[src/rtl/router_fsm.sv]
// router_fsm: input-side control FSM of the 1x3 router.
// Decodes the destination address of each packet, then sequences the
// header, payload and parity bytes into the selected output FIFO while
// telling the sender when it must hold its current byte.
module router_fsm (
  input  logic       clk,
  input  logic       resetn,
  input  logic       pkt_valid,
  input  logic [1:0] data_in,
  input  logic       parity_done,
  input  logic       low_pkt_valid,
  input  logic       fifo_full,
  input  logic       fifo_empty_0,
  input  logic       fifo_empty_1,
  input  logic       fifo_empty_2,
  input  logic       soft_reset_0,
  input  logic       soft_reset_1,
  input  logic       soft_reset_2,
  output logic       busy,
  output logic       detect_add,
  output logic       lfd_state,
  output logic       ld_state,
  output logic       laf_state,
  output logic       full_state,
  output logic       write_enb_reg,
  output logic       rst_int_reg
);

  typedef enum logic [2:0] {
    DECODE_ADDRESS     = 3'd0,
    LOAD_FIRST_DATA    = 3'd1,
    LOAD_DATA          = 3'd2,
    FIFO_FULL_STATE    = 3'd3,
    LOAD_AFTER_FULL    = 3'd4,
    LOAD_PARITY        = 3'd5,
    CHECK_PARITY_ERROR = 3'd6,
    WAIT_TILL_EMPTY    = 3'd7
  } state_t;

  state_t     state;
  state_t     next_state;
  logic [1:0] addr;

  logic       hdr_empty;
  logic       addr_empty;
  logic       soft_reset_sel;

  // Empty flag of the port named by the incoming header byte; address 3 has no port.
  always_comb begin
    hdr_empty = 1'b0;
    case (data_in)
      2'd0:    hdr_empty = fifo_empty_0;
      2'd1:    hdr_empty = fifo_empty_1;
      2'd2:    hdr_empty = fifo_empty_2;
      default: hdr_empty = 1'b0;
    endcase
  end

  // Empty flag and soft reset of the port latched for the packet in flight.
  always_comb begin
    addr_empty     = 1'b0;
    soft_reset_sel = 1'b0;
    case (addr)
      2'd0: begin
        addr_empty     = fifo_empty_0;
        soft_reset_sel = soft_reset_0;
      end
      2'd1: begin
        addr_empty     = fifo_empty_1;
        soft_reset_sel = soft_reset_1;
      end
      2'd2: begin
        addr_empty     = fifo_empty_2;
        soft_reset_sel = soft_reset_2;
      end
      default: begin
        addr_empty     = 1'b0;
        soft_reset_sel = 1'b0;
      end
    endcase
  end

  // State register and destination latch; the header address is captured while decoding.
  always_ff @(posedge clk) begin
    if (!resetn) begin
      state <= DECODE_ADDRESS;
      addr  <= 2'd0;
    end else begin
      state <= next_state;
      if (state == DECODE_ADDRESS && pkt_valid)
        addr <= data_in;
    end
  end

  // Next-state logic; a soft reset on the selected port abandons the packet.
  always_comb begin
    next_state = DECODE_ADDRESS;
    if (soft_reset_sel) begin
      next_state = DECODE_ADDRESS;
    end else begin
      case (state)
        DECODE_ADDRESS: begin
          if (pkt_valid && data_in != 2'd3)
            next_state = hdr_empty ? LOAD_FIRST_DATA : WAIT_TILL_EMPTY;
          else
            next_state = DECODE_ADDRESS;
        end
        LOAD_FIRST_DATA: next_state = LOAD_DATA;
        LOAD_DATA: begin
          if (fifo_full)
            next_state = FIFO_FULL_STATE;
          else if (!pkt_valid)
            next_state = LOAD_PARITY;
          else
            next_state = LOAD_DATA;
        end
        FIFO_FULL_STATE: next_state = fifo_full ? FIFO_FULL_STATE : LOAD_AFTER_FULL;
        LOAD_AFTER_FULL: begin
          if (parity_done)
            next_state = DECODE_ADDRESS;
          else if (low_pkt_valid)
            next_state = LOAD_PARITY;
          else
            next_state = LOAD_DATA;
        end
        LOAD_PARITY:        next_state = CHECK_PARITY_ERROR;
        CHECK_PARITY_ERROR: next_state = fifo_full ? FIFO_FULL_STATE : DECODE_ADDRESS;
        WAIT_TILL_EMPTY:    next_state = addr_empty ? LOAD_FIRST_DATA : WAIT_TILL_EMPTY;
        default:            next_state = DECODE_ADDRESS;
      endcase
    end
  end

  // Moore outputs decoded from the registered state only, so lfd_state is a clean pulse.
  always_comb begin
    detect_add    = (state == DECODE_ADDRESS);
    lfd_state     = (state == LOAD_FIRST_DATA);
    ld_state      = (state == LOAD_DATA);
    laf_state     = (state == LOAD_AFTER_FULL);
    full_state    = (state == FIFO_FULL_STATE);
    rst_int_reg   = (state == CHECK_PARITY_ERROR);
    write_enb_reg = (state == LOAD_DATA) || (state == LOAD_AFTER_FULL) ||
                    (state == LOAD_PARITY);
    busy          = !((state == DECODE_ADDRESS) || (state == LOAD_DATA));
  end

endmodule

[config.mk]
export PLATFORM = sky130hd
export DESIGN_NAME = router_fsm
export DESIGN_NICKNAME = d
export VERILOG_FILES = /design/src/rtl/router_fsm.sv
export SDC_FILE = /design/constraint.sdc
export NUM_CORES = 1
export LEC_CHECK = 0
export CAP_MARGIN = 25
export CORE_AREA = 2 2 39 41
export DETAILED_ROUTE_END_ITERATION = 8
export DIE_AREA = 0 0 41 43
export PLACE_DENSITY = 0.66
export RECOVER_POWER = 25
export SYNTH_ARGS = -nofsm -noshare
export SYNTH_HDL_FRONTEND = slang
export SYNTH_SLANG_ARGS = --single-unit
[constraint.sdc]
create_clock -name clk -period 4.3 [get_ports clk]
set_input_delay 0.86 -clock clk [delete_from_list [all_inputs] [get_ports clk]]
set_output_delay 0.86 -clock clk [all_outputs]
set_load 0.1 [all_outputs]
# Yosys cells after proc, flatten, opt, wreduce, memory -nomap -nowiden
# Index checks and enable logic that the tools add are counted.
# word_totals
ff_bits	5
inputBits	14
out_inout_bits	8
word_cells	38
# op_classes
eq_ne	12
muxes	13
bitwise	1
n_reduce_logical	10
# ops
cell	n
$mux W3	8
$pmux W3 S8	1
$eq A3 B3 Y1 const B	4
$pmux W1 S3	3
$eq A3 B2 Y1 const B	2
$eq A2 B1 Y1 const B	2
$eq A2 B2 Y1 const B	2
$logic_not A2 Y1	2
$eq A3 B1 Y1 const B	1
$logic_not A3 Y1	1
$logic_or A1 B1 Y1	3
$logic_and A1 B1 Y1	2
$mux W2	1
$ne A2 B2 Y1 const B	1
$reduce_or A2 Y1	1
$logic_not A1 Y1	1
$not A1 Y1	1

# Logic depth before layout (Yosys ltp)
# depth
depth_word	5
depth_mapped	5
depth_no_buf	4

# Worst setup path after synthesis
# OpenSTA, ideal clock, no wires.
# synth_timing
path_type	flip-flop to output port
startpoint	register state[0]
endpoint	output write_enb_reg
t_arrival_ns	3.056
t_required_ns	3.440
setup_slack_ns	0.384
stages_incl_launch_ff	5
path_buffers	1
cell_sequence	dfxtp_1 > buf_4 > or2_2 > nor2_1 > a21o_1
# synth_via
elab_chain_cells	3
word_cells_on_any_way	5
classes_between	3 x eq/ne; 2 x reduce/logical
# synth_lines
element	line_no	rtl
from (decl)	40	state_t state;
from (signal assigned)	89	state <= next_state;
$eq A3 B2 Y1	n/a	
named net ld_state	22	output logic ld_state,
$logic_or A1 B1 Y1 (2 in a row)	142	write_enb_reg = (state == LOAD_DATA) || (state == LOAD_AFTER_FULL) ||
to (decl)	25	output logic write_enb_reg,
# The timed path passes the listed nets, and every way through them passes these cells.

# Worst setup path in the final report
# layout_timing
startpoint	register state[2]
endpoint	output write_enb_reg
# layout_via
elab_chain_cells	3
word_cells_on_any_way	5
classes_between	3 x eq/ne; 2 x reduce/logical
# layout_lines
element	line_no
$eq A3 B2 Y1 or $eq A3 B3 Y1 (tied branches)	142
$logic_or A1 B1 Y1	142
$logic_or A1 B1 Y1 *	142
# Mark *: on every way between the ends. The rest lies on a longest branch, timed or not.

==> results.md <==
* Period utilization at 74.8%
* Crit path max fanout at 15
* Initial Util at 30.0%
* TNS Setup at 0 ps
* Worst-path clk slew at ~50 ps
* Synth top area cells: dfxtp_1, buf_6, nand2_1, mux2i_1, nor3_1
* DP Area at 616 um2
* Logic pwr share at 45.5%
* Router iterations before antenna repair at 5
* Die H at 43 um
* Routed WL at 1090 um
* Synthesized flop and latch total at 5
* CTS H-tree depth at 1
* Leak Pwr at 0.230 nW
* Post-CTS Setup Inserts at 0
* Die width at 41 um
* Post-Synthesis Cells at 55
* HP Start: addr[1]
* Period minus WS final at roughly 3200 ps
* I/O pin cnt at 22
* Synth area leader: dfxtp_1
* Critical Path Max Stage Delay at roughly 1100 ps
* Rel. slew slack at between 30% and 40%
* Routability cong. at slightly above 0.7
* Initial antenna violation count at 0
* Nature of the critical path startpoint: flop
* ANT cells at 0
* Top-area cell type share of the netlist area at 24.1%
* Clk_lat worst skew at 240 ps
* CTS Sinks at 5
* R2R Setup Slk at 2670 ps
* Synth Net Count at 69
* Tightest Pin Transition at 970 ps
* FF-to-FF path depth at 4
* Synthesized area per cell at ~7.6 um2
* Global-route usage over all layers at 15.6%
* Ys Warns at 0
* Peak supply drop at 0.169 mV
* Drt wl/cell at roughly 12 um
* CP Data Required Time at approximately 3400 ps
* Switch share at 43.0%
* Clock tree buffer depth at 2
* Vias per cell at 5.31
* Critical-path top delay cell: clkdlybuf4s50_1
* Largest net degree at the start of global routing at 16
* Sw Pwr at 0.0000885 W
* Worst path arrival time at 2360 ps
* CP cell instances: or2_2, nor2_1, a21o_1, clkdlybuf4s50_1
* Mapped Area at between 400 and 500 um2
* Die area at 1760 um2
* Power per cell area at 323 nW/um2
* Hold Buf Count CTS at 0
* Final Hold Viols at 0
* Internal cell power at around 0.00012 W
* Delay-heaviest family, CP: buffers and inverters
* Core Footprint at 1380 um2
* Part of the power in registers at 27.5%
* Vias at between 400 and 500
* FP Rows at 14
* Utilization after layout at 46.1%
* CTS Buf Count at 3
* First-pass GRT wire length at about 1800 um
* DP Wirelength at 836 um
* CP endpoint kind: primary output
* Netlist cell types at 28
* Hold Path Cell Cnt at 2
* Total congestion overflow at 0
* CTS tree: yes
* Share of post-route cells with drive strength above 1 at 7.79%
* Post-route ant nets at 0
* RR Endpoint: state[1]
* Total of max-cap violations at 0
* Clock power frac at 27.1%
* Final setup vio count at 0
* Class of the most critical setup path: reg -> out
* Max Slew Vio Count at 0
* WHS Endpoint: addr[1]
* Fin nets at 92
* DRC viols at 0
* Seq/Total Area, Yosys at 24.1%
* Area delta synth->final at 53.6%
* Post-CTS sizing at 0
* Status: finished clean
* Fmax at about 0.31 GHz
* CTS root buffer: clkbuf_4
* CP bufs+invs at 1
* Clk_skew at 1.15 ps
* Reg-to-reg critical path startpoint: state[2]
* DR iter-0 viols at 15
* Vias in the first global route at approximately 450
* PortBufs at 21
* Worst Hold Class: reg -> reg
* Post-route cell area at 638 um2
* Unrepaired setup endpoints after global routing: no
## tightest hold or removal path, delay by kind of cell (launching register included)
kind,cells,cell delay (ps)
flops,1,340
simple gates,1,70
compound gates,1,80
## worst max-delay path by stage
stage	cells past startpoint	from	slack, ps	end
5_1_grt	4	state[2]	990	write_enb_reg
3_5_place_dp	4	state[2]	1340	write_enb_reg
3_3_place_gp	4	state[2]	1380	write_enb_reg
2_1_floorplan	4	state[0]	380	write_enb_reg
6_report	4	state[2]	1080	write_enb_reg
4_1_cts	4	state[2]	1080	write_enb_reg
## area by class of cell
class / instances / area (um2)
multi-input combinational: 44 / 270
sequential: 5 / 100
inverter: 3 / 11.3
clock buffer: 4 / 26.3
fill: 165 / 746
tap: 16 / 20.0
timing repair buffer: 21 / 210
## cells by family after synthesis
logic type / synth area share, %
simple gates: 31.3
flops: 24.1
compound gates: 29.8
mux: 4.82
buf+inv: 9.94
## sequential cells by signal, indices dropped and copies added (netlist names)
name,flops
addr,2
state,3
## synth_stat cells
cell	number
nand2_1	6
dfxtp_1	5
nor2_1	4
nor3_1	4
a21oi_1	3
inv_1	3
o21ai_0	3
a21boi_0	2
a31oi_1	2
and3_1	2
buf_6	2
mux2i_1	2
or2_2	2
a2111oi_0	1
a21o_1	1
a221oi_1	1
a22oi_1	1
a311oi_1	1
a31o_2	1
a32oi_1	1
buf_4	1
nand2b_1	1
nand3_1	1
nor2b_1	1
nor3b_1	1
nor4b_1	1
o211ai_1	1
or4b_4	1
## per-layer routing
metal	part of all wire, %	GRT usage [%]	vias to the layer above	wire length (um)
met5	0	0	-	0
met1	43	18.2	228	463
met4	0	8.67	0	0
met3	5.4	4.71	0	59
li1	-	-	248	-
met2	52	24.1	18	565
## layout by cell type, fill, tap and decap left out, drive strengths merged, types with 3 or more instances in the layout
master	instances
nor3	4
dfxtp	5
clkbuf	4
clkdlybuf4s50	20
inv	3
o21ai	3
nor2	4
nand2	6
a21oi	3
## metrics by stage
stage / instances / worst slack [ps] / hold slack [ps] / power, W
5_1_grt: 93 / 994 / 568 / 0.000219
6_report: 93 / 1080 / 539 / 0.000206
3_5_place_dp: 89 / 1340 / 531 / 0.000152
3_3_place_gp: 89 / 1380 / 522 / 0.000152
4_1_cts: 93 / 1080 / 536 / 0.000209
2_1_floorplan: 55 / 384 / 478 / 0.000126
## power by group through the flow
stage | Combinational [W] | Sequential (W) | Clock, W
after floorplan | 0.0000727 | 0.0000531 | 0
after global placement | 0.0000947 | 0.0000575 | 0
after detailed placement | 0.0000947 | 0.0000575 | 0
after CTS | 0.0000952 | 0.0000566 | 0.0000567
after global routing | 0.000100 | 0.0000572 | 0.0000618
final | 0.0000936 | 0.0000566 | 0.0000558
Power figures use the tool's default switching activity.
